===== src/rtl/instr_encoder.sv =====
// MIPS instruction encoder: packs decoded field bundles into 32-bit words and
// streams them with sequential word addresses toward an instruction memory.
module instr_encoder #(
  parameter int ADDR_W = 6,
  parameter int DEPTH  = 64
) (
  input  logic              clk_i,
  input  logic              rst_i,
  input  logic              clear_i,
  input  logic              in_valid_i,
  output logic              in_ready_o,
  input  logic [2:0]        op_i,
  input  logic [4:0]        rs_i,
  input  logic [4:0]        rt_i,
  input  logic [4:0]        rd_i,
  input  logic [5:0]        funct_i,
  input  logic [15:0]       imm_i,
  input  logic [25:0]       target_i,
  output logic [31:0]       instr_o,
  output logic [ADDR_W-1:0] addr_o,
  output logic              instr_valid_o,
  input  logic              instr_ready_i,
  output logic              done_o,
  output logic              err_o
);

  // One extra bit so the count can hold DEPTH itself when DEPTH == 2**ADDR_W.
  localparam int                 CNT_W   = ADDR_W + 1;
  localparam logic [CNT_W-1:0]   DEPTH_C = CNT_W'(DEPTH);

  typedef enum logic [2:0] {
    OP_RTYPE   = 3'd0,
    OP_ORI     = 3'd1,
    OP_ADDI    = 3'd2,
    OP_LW      = 3'd3,
    OP_SW      = 3'd4,
    OP_BEQ     = 3'd5,
    OP_J       = 3'd6,
    OP_ILLEGAL = 3'd7
  } op_e;

  typedef enum logic [1:0] {
    ST_EMPTY = 2'd0,
    ST_FULL  = 2'd1,
    ST_DONE  = 2'd2
  } state_e;

  function automatic logic [31:0] encode(
    input op_e         op,
    input logic [4:0]  rs,
    input logic [4:0]  rt,
    input logic [4:0]  rd,
    input logic [5:0]  funct,
    input logic [15:0] imm,
    input logic [25:0] target
  );
    logic [31:0] word;
    word = 32'h0;
    unique case (op)
      OP_RTYPE:   word = {6'b000000, rs, rt, rd, 5'b00000, funct};
      OP_ORI:     word = {6'b001101, rs, rt, imm};
      OP_ADDI:    word = {6'b001000, rs, rt, imm};
      OP_LW:      word = {6'b100011, rs, rt, imm};
      OP_SW:      word = {6'b101011, rs, rt, imm};
      OP_BEQ:     word = {6'b000100, rs, rt, imm};
      OP_J:       word = {6'b000010, target};
      OP_ILLEGAL: word = 32'h0;
      default:    word = 32'h0;
    endcase
    return word;
  endfunction

  state_e             state_q, state_d;
  logic [31:0]        instr_q, instr_d;
  logic [CNT_W-1:0]   count_q, count_d;
  logic               valid_q, valid_d;
  logic               done_q,  done_d;
  logic               err_q,   err_d;

  op_e                op;
  logic               accept;
  logic               consume;
  logic               legal_accept;
  logic               illegal_accept;
  logic [31:0]        encoded;

  assign op             = op_e'(op_i);
  assign in_ready_o     = !done_q && (!valid_q || instr_ready_i);
  assign accept         = in_valid_i && in_ready_o;
  assign consume        = valid_q && instr_ready_i;
  assign legal_accept   = accept && (op != OP_ILLEGAL);
  assign illegal_accept = accept && (op == OP_ILLEGAL);
  assign encoded        = encode(op, rs_i, rt_i, rd_i, funct_i, imm_i, target_i);

  // NOTE: every next-state signal is defaulted to its register first, so no
  // path through this block leaves one unassigned and no latch is inferred.
  always_comb begin
    state_d = state_q;
    instr_d = instr_q;
    count_d = count_q;
    valid_d = valid_q;
    done_d  = done_q;
    err_d   = err_q;

    if (clear_i) begin
      state_d = ST_EMPTY;
      count_d = '0;
      valid_d = 1'b0;
      done_d  = 1'b0;
      err_d   = 1'b0;
    end else begin
      if (consume) begin
        count_d = count_q + CNT_W'(1);
        valid_d = 1'b0;
        state_d = ST_EMPTY;
      end
      if (illegal_accept) begin
        err_d = 1'b1;
      end
      if (legal_accept) begin
        instr_d = encoded;
        valid_d = 1'b1;
        state_d = ST_FULL;
      end
      // Reaching DEPTH wins over a same-cycle accept: the stream is complete.
      if (consume && (count_d == DEPTH_C)) begin
        done_d  = 1'b1;
        valid_d = 1'b0;
        state_d = ST_DONE;
      end
    end
  end

  // NOTE: state registers use non-blocking assignments so every register
  // samples the pre-edge values of the others.
  always_ff @(posedge clk_i or negedge rst_i) begin
    if (!rst_i) begin
      state_q <= ST_EMPTY;
      instr_q <= '0;
      count_q <= '0;
      valid_q <= 1'b0;
      done_q  <= 1'b0;
      err_q   <= 1'b0;
    end else begin
      state_q <= state_d;
      instr_q <= instr_d;
      count_q <= count_d;
      valid_q <= valid_d;
      done_q  <= done_d;
      err_q   <= err_d;
    end
  end

  assign instr_o       = instr_q;
  assign addr_o        = count_q[ADDR_W-1:0];
  assign instr_valid_o = valid_q;
  assign done_o        = done_q;
  assign err_o         = err_q;

  a_hold_stable: assert property (
    @(posedge clk_i) disable iff (!rst_i)
    (valid_q && !instr_ready_i && !clear_i)
      |=> (valid_q && $stable(instr_q) && $stable(count_q))
  );

  a_state_consistent: assert property (
    @(posedge clk_i) disable iff (!rst_i)
    (valid_q == (state_q == ST_FULL)) && (done_q == (state_q == ST_DONE))
  );

endmodule


===== config.mk =====
export PLATFORM = sky130hd
export DESIGN_NAME = instr_encoder
export DESIGN_NICKNAME = d
export VERILOG_FILES = /design/src/rtl/instr_encoder.sv
export SDC_FILE = /design/constraint.sdc
export NUM_CORES = 1
export LEC_CHECK = 0
export CORE_MARGIN = 1
export CORE_UTILIZATION = 35
export DETAILED_ROUTE_END_ITERATION = 7
export HOLD_SLACK_MARGIN = 0.08
export PLACE_DENSITY = 0.71
export SYNTH_ARGS = -nofsm -noshare
export SYNTH_HDL_FRONTEND = slang
export SYNTH_SLANG_ARGS = --single-unit

===== constraint.sdc =====
create_clock -name clk_i -period 3 [get_ports clk_i]
set_input_delay 0.3 -clock clk_i [delete_from_list [all_inputs] [get_ports clk_i]]
set_output_delay 0.3 -clock clk_i [all_outputs]
set_load 0.02 [all_outputs]

## Word level (Yosys, flattened, before mapping)

Cells that the tools add are included.

| cells by class | value |
|---|---|
| muxes and demuxes | 12 |
| bitwise operators | 1 |
| equality and inequality tests | 9 |
| reduce and logical (&&, ||, !) cells | 14 |
| $add $sub $neg | 1 |

Operator list:

| operator | count |
|---|---|
| 32-bit one-hot mux with 8 select lines | 1 |
| 7-bit 2-to-1 mux | 3 |
| 3-bit == test (second input constant) | 4 |
| 1-bit 2-to-1 mux | 8 |
| 7-bit by 1-bit adder with 7-bit output (second input constant) | 1 |
| 7-bit == test (second input constant) | 1 |
| 3-bit by 2-bit == test with 1-bit output (second input constant) | 2 |
| 1-bit logical AND | 6 |
| 2-bit nonzero test | 2 |
| 4-bit nonzero test | 1 |
| 3-bit by 1-bit == test with 1-bit output (second input constant) | 1 |
| 3-bit zero test | 1 |
| 3-bit != test (second input constant) | 1 |
| 1-bit zero test | 2 |
| 2-bit AND reduction | 1 |
| 1-bit logical OR | 1 |
| 1-bit inverter | 1 |

| storage, ports and cells | value |
|---|---|
| logic and storage cells | 42 |
| flip-flop bits (word level) | 42 |
| input bits | 71 |
| output and inout port bits | 42 |

## Longest topological paths before layout

| depth | value |
|---|---|
| depth after elaboration | 8 |
| gate-level depth with buffers | 7 |
| gate-level depth less buffers | 5 |

## Worst setup path after synthesis

Ideal clock, no wire load.

| timing | value |
|---|---|
| path type | register to register |
| start | register valid_q (netlist: instr_valid_o) |
| end | register instr_q[0] (netlist: instr_o[0]) |
| period minus slack after synthesis | 2.042 ns |
| buffers on the path | 2 |
| data required time | 2.875 ns |
| cell stages (with the launch flop) | 7 |
| library setup time | 0.125 ns |
| arrival | 1.917 ns |
| path slack | 0.958 ns |
| path through | dfrtp_1 > nor2b_1 > or3_1 > buf_6 > a21oi_4 > buf_12 > mux2_4 |

| between the ends | value |
|---|---|
| cells in the longest elaborated chain, start to end | 6 |

RTL lines:

| item | RTL line | source |
|---|---|---|
| start: declaration | 76 | `logic valid_q, valid_d;` |
| start signal: assignment | 148 | `valid_q <= valid_d;` |
| 1-bit zero test | 88 | `assign in_ready_o = !done_q && (!valid_q \|\| instr_ready_i);` |
| 1-bit logical OR | 88 |  |
| 1-bit logical AND | 88 |  |
| 1-bit logical AND | 89 | `assign accept = in_valid_i && in_ready_o;` |
| 1-bit logical AND | 91 | `assign legal_accept = accept && (op != OP_ILLEGAL);` |
| 2-bit AND reduction (no line) | -- |  |
| end signal: assignment | 146 | `instr_q <= instr_d;` |
| end: declaration | 74 | `logic [31:0] instr_q, instr_d;` |

Every way passes these cells.
A chain may end at the register's enable or synchronous reset.

## Worst setup path in the final report

| timing | value |
|---|---|
| start | input port instr_ready_i |
| end | register instr_q[1] (netlist: instr_o[1]) |

| between the ends | value |
|---|---|
| cells in the longest elaborated chain, start to end | 5 |

RTL lines:

| item | RTL line | source |
|---|---|---|
| start: declaration | 22 | `input logic instr_ready_i,` |
| 1-bit logical OR | 88 |  |
| 1-bit logical AND | 88 |  |
| 1-bit logical AND | 89 |  |
| 1-bit logical AND | 91 |  |
| 2-bit AND reduction (no line) | -- |  |

Every way passes these cells.

==> flow_summary.toml <==
[status]
status = "finished clean"

[setup_path]
path_delay_family = "buffers and inverters"
arrival_ps = 2450
cp_slowest_cell = "clkdlybuf4s50_1"
crit_fanout = 13
crit_type = "input pin to register"
cp_data_required_time_ps = 3180
endpoint_kind = "register"
critical_path_buf_inv_count = 2
critPathMaxStageDelay_ps = 560
cp-startpoint = "instr_ready_i"
crit_chain = "clkdlybuf4s50_1 > nor2b_1 > or3_1 > a21oi_4 > buf_4 > mux2_4"
r2r-start = "instr_valid_o"
start_kind = "input pin"

[sta]
max_freq_mhz = 441
hold_slack_ps = 122
min_period_ps = 2270
rsz0062_at_grt = "false"
setup_violations = 0
relSlewSlack_pct = 41.0
fin_tns_setup_ps = 0
finalHoldViolations = 0
tightest_slew_ps = 885
fin_crit_sh_pct = 75.5
skew_ps = 2.51
slew_violations = 0
timing.final.ws_setup_ps = 734

[global_route]
grt_pass1_vias = 2139
grt_pass1_wl_mm = 10.1
antenna_found_initial = 0
gr-usage-all-layers_pct = 18.0
grt_max_degree = 42
overflow = 0

[synthesis]
syn-num-nets = 286
seq_area_frac_synth_pct = 44.5
synth-edff-count = 0
netlist_instances = 214
yosysUniqueCellTypes = 46
synth_top_area_share_pct = 44.5
syn-cell-area_um2 = 2300
synth-async-reset-ratio_pct = 100
yosys_warnings = 0
synth_top_area_cell = "dfrtp_1"
synth_seq_cells = 41
synthFlopType = "dfrtp_1"
synthTopCellsByArea = "dfrtp_1 (45%), mux2_4 (5.9%), a22oi_1 (5.2%), o2bb2ai_1 (4.2%), a2bb2oi_1 (3.8%)"
avgSynthCellArea_um2 = 10.8

[pwr]
swShare_pct = 29.9
p_clk_share_pct = 22.9
powerDensity_nw_per_um2 = 487
seqPwrFrac_pct = 40.6
power.internal_mw = 1.21
switchingPower_uw = 514
p_comb_share_pct = 36.5
peakVddDrop_v = 0.000253
p_leak_nw = 1.46

[clock_tree]
clkSlewWorstSetupHoldPaths_ps = 80
clock_latency_ps = 290
cts_max_path_buffers = 2
post_cts_buffers = 0
ctsResizeCount = 0
cts_root_buf = "clkbuf_8"
h-tree-depth = 2
ctsHoldBuffers = 0
cts_tree = "yes"
cts.sinks = 41
numCtsBuffers = 5

[final_layout]
fin_nets = 391
drive_gt1_share_pct = 11.6
fillers = 572
fin_area_um2 = 3530
fin_util_pct = 55.7
antenna_cells = 0
area_growth_pct = 53.4

[route]
routedWlPerCell_um = 14.9
detail_route.iter0.violations = 79
ant_nets = 0
drt-pass1-iter-count = 4
drt-vias-per-instance = 5.23
via_count = 2078
routed_wl_mm = 5.92
route.detailed.drc = 0

[placement]
io_buffer_count = 111
place.gp.congestion = 0.767
dpl.hpwl_mm = 4.36
dpl_cell_area_um2 = 3430
place_ws_ps = 417

[floorplan]
start_util_pct = 36.3
ios = 113
fp-row-count = 29
dieArea_um2 = 6910
core-area_um2 = 6350
die_w_um = 83.1
die_h_um = 83.1

[flow_run]
drv_cap = 0

[hold_path]
hold_class = "input pin to asynchronous set/reset pin"
cell type report:
type | instances | area, um2 | area share, %
Timing Repair Buffer | 121 | 1180 | 33.4
Tap cell | 77 | 96.3 | 2.73
Clock buffer | 7 | 96.3 | 2.73
Multi-Input combinational cell | 147 | 1120 | 31.6
Inverter | 3 | 11.3 | 0.319
Clock inverter | 1 | 5.00 | 0.142
Sequential cell | 41 | 1030 | 29.0
logic make-up after synthesis:
logic type	synth area share (%)
xor+xnor	3.04
flops	44.5
buf+inv	6.90
compound gates	22.5
other cells	0.163
simple gates	10.4
fa+ha+maj	0.543
mux	11.9
layer usage:
| layer | share of wire [%] | up-vias | global-route usage (%) |
|---|---|---|---|
| met5 | 0 | - | 0 |
| met4 | 1.6 | 0 | 6.11 |
| met3 | 5.7 | 9 | 4.08 |
| met2 | 48 | 72 | 30.1 |
| met1 | 45 | 987 | 22.9 |
| li1 | - | 1010 | - |
cell usage after synthesis (2+ instances only):
cell        n
a21oi_1     4
a221o_1     2
a22oi_1    16
a2bb2oi_1  10
a31oi_1     2
buf_1       2
buf_2       3
buf_4       7
buf_6       2
clkbuf_1    8
dfrtp_1    41
inv_1       3
mux2_2      7
mux2_4      9
mux2i_1     6
nand2_1    10
nand2b_1    3
nand3_1     4
nand4_1     2
nor2_1     13
nor2b_1     3
nor3_1      4
nor4_1      2
o21ai_0     2
o22ai_1    11
o2bb2ai_1  11
or3_1       2
xnor2_1     3
xor2_1      5
power groups by stage:
| stage | Clock, mW | Sequential (mW) | Combinational (mW) |
|---|---|---|---|
| 2_1_floorplan | 0 | 0.811 | 0.197 |
| 3_3_place_gp | 0 | 0.708 | 0.625 |
| 3_5_place_dp | 0 | 0.706 | 0.633 |
| 4_1_cts | 0.409 | 0.699 | 0.635 |
| 5_1_grt | 0.436 | 0.709 | 0.665 |
| 6_report | 0.395 | 0.698 | 0.627 |
placed cells by master, fill, tap and decap left out, types with 2 or more instances in the layout:
master           Yosys  final
clkdlybuf4s50_1      0    110
dfrtp_1             41     41
a22oi_1             16     16
nor2_1              13     13
o2bb2ai_1           11     11
o22ai_1             11     11
nand2_1             10     10
a2bb2oi_1           10     10
buf_4                7     10
mux2_4               9      9
mux2_2               7      7
clkbuf_8             0      7
mux2i_1              6      6
xor2_1               5      5
nand3_1              4      4
a21oi_1              4      4
nor3_1               4      4
xnor2_1              3      3
nor2b_1              3      3
inv_1                3      3
nand2b_1             3      3
nand4_1              2      2
o21ai_0              2      2
or3_1                2      2
nor4_1               2      2
a31oi_1              2      2
a221o_1              2      2
final timing paths:
check	to	slack [ps]	cells past startpoint
worst min-delay path	count_q[2]	120	1
max in group asynchronous	instr_o[24]	2330	1
worst max-delay path	instr_o[1]	730	6
min in group clk_i	instr_o[4]	520	1
worst min register to register	instr_o[4]	520	1
worst max register to register	instr_o[1]	780	5
stage by stage:
stage	cells	power, mW
floorplan	214	1.01
global placement	389	1.33
detailed placement	389	1.34
CTS	397	1.74
global route	397	1.81
finish	397	1.72
worst reg2reg max path: stages (launching register included):
cell and delay (ps):
dfrtp_1 440, nor2b_1 170, or3_1 520, a21oi_4 460, buf_4 230, mux2_4 300
flip-flops by register name, summed over array words and instances, names as in the netlist:
| name | count |
|---|---|
| err_o | 1 |
| count_q | 7 |
| done_o | 1 |
| instr_o | 31 |
| instr_valid_o | 1 |
Power figures use the tool's default switching activity.
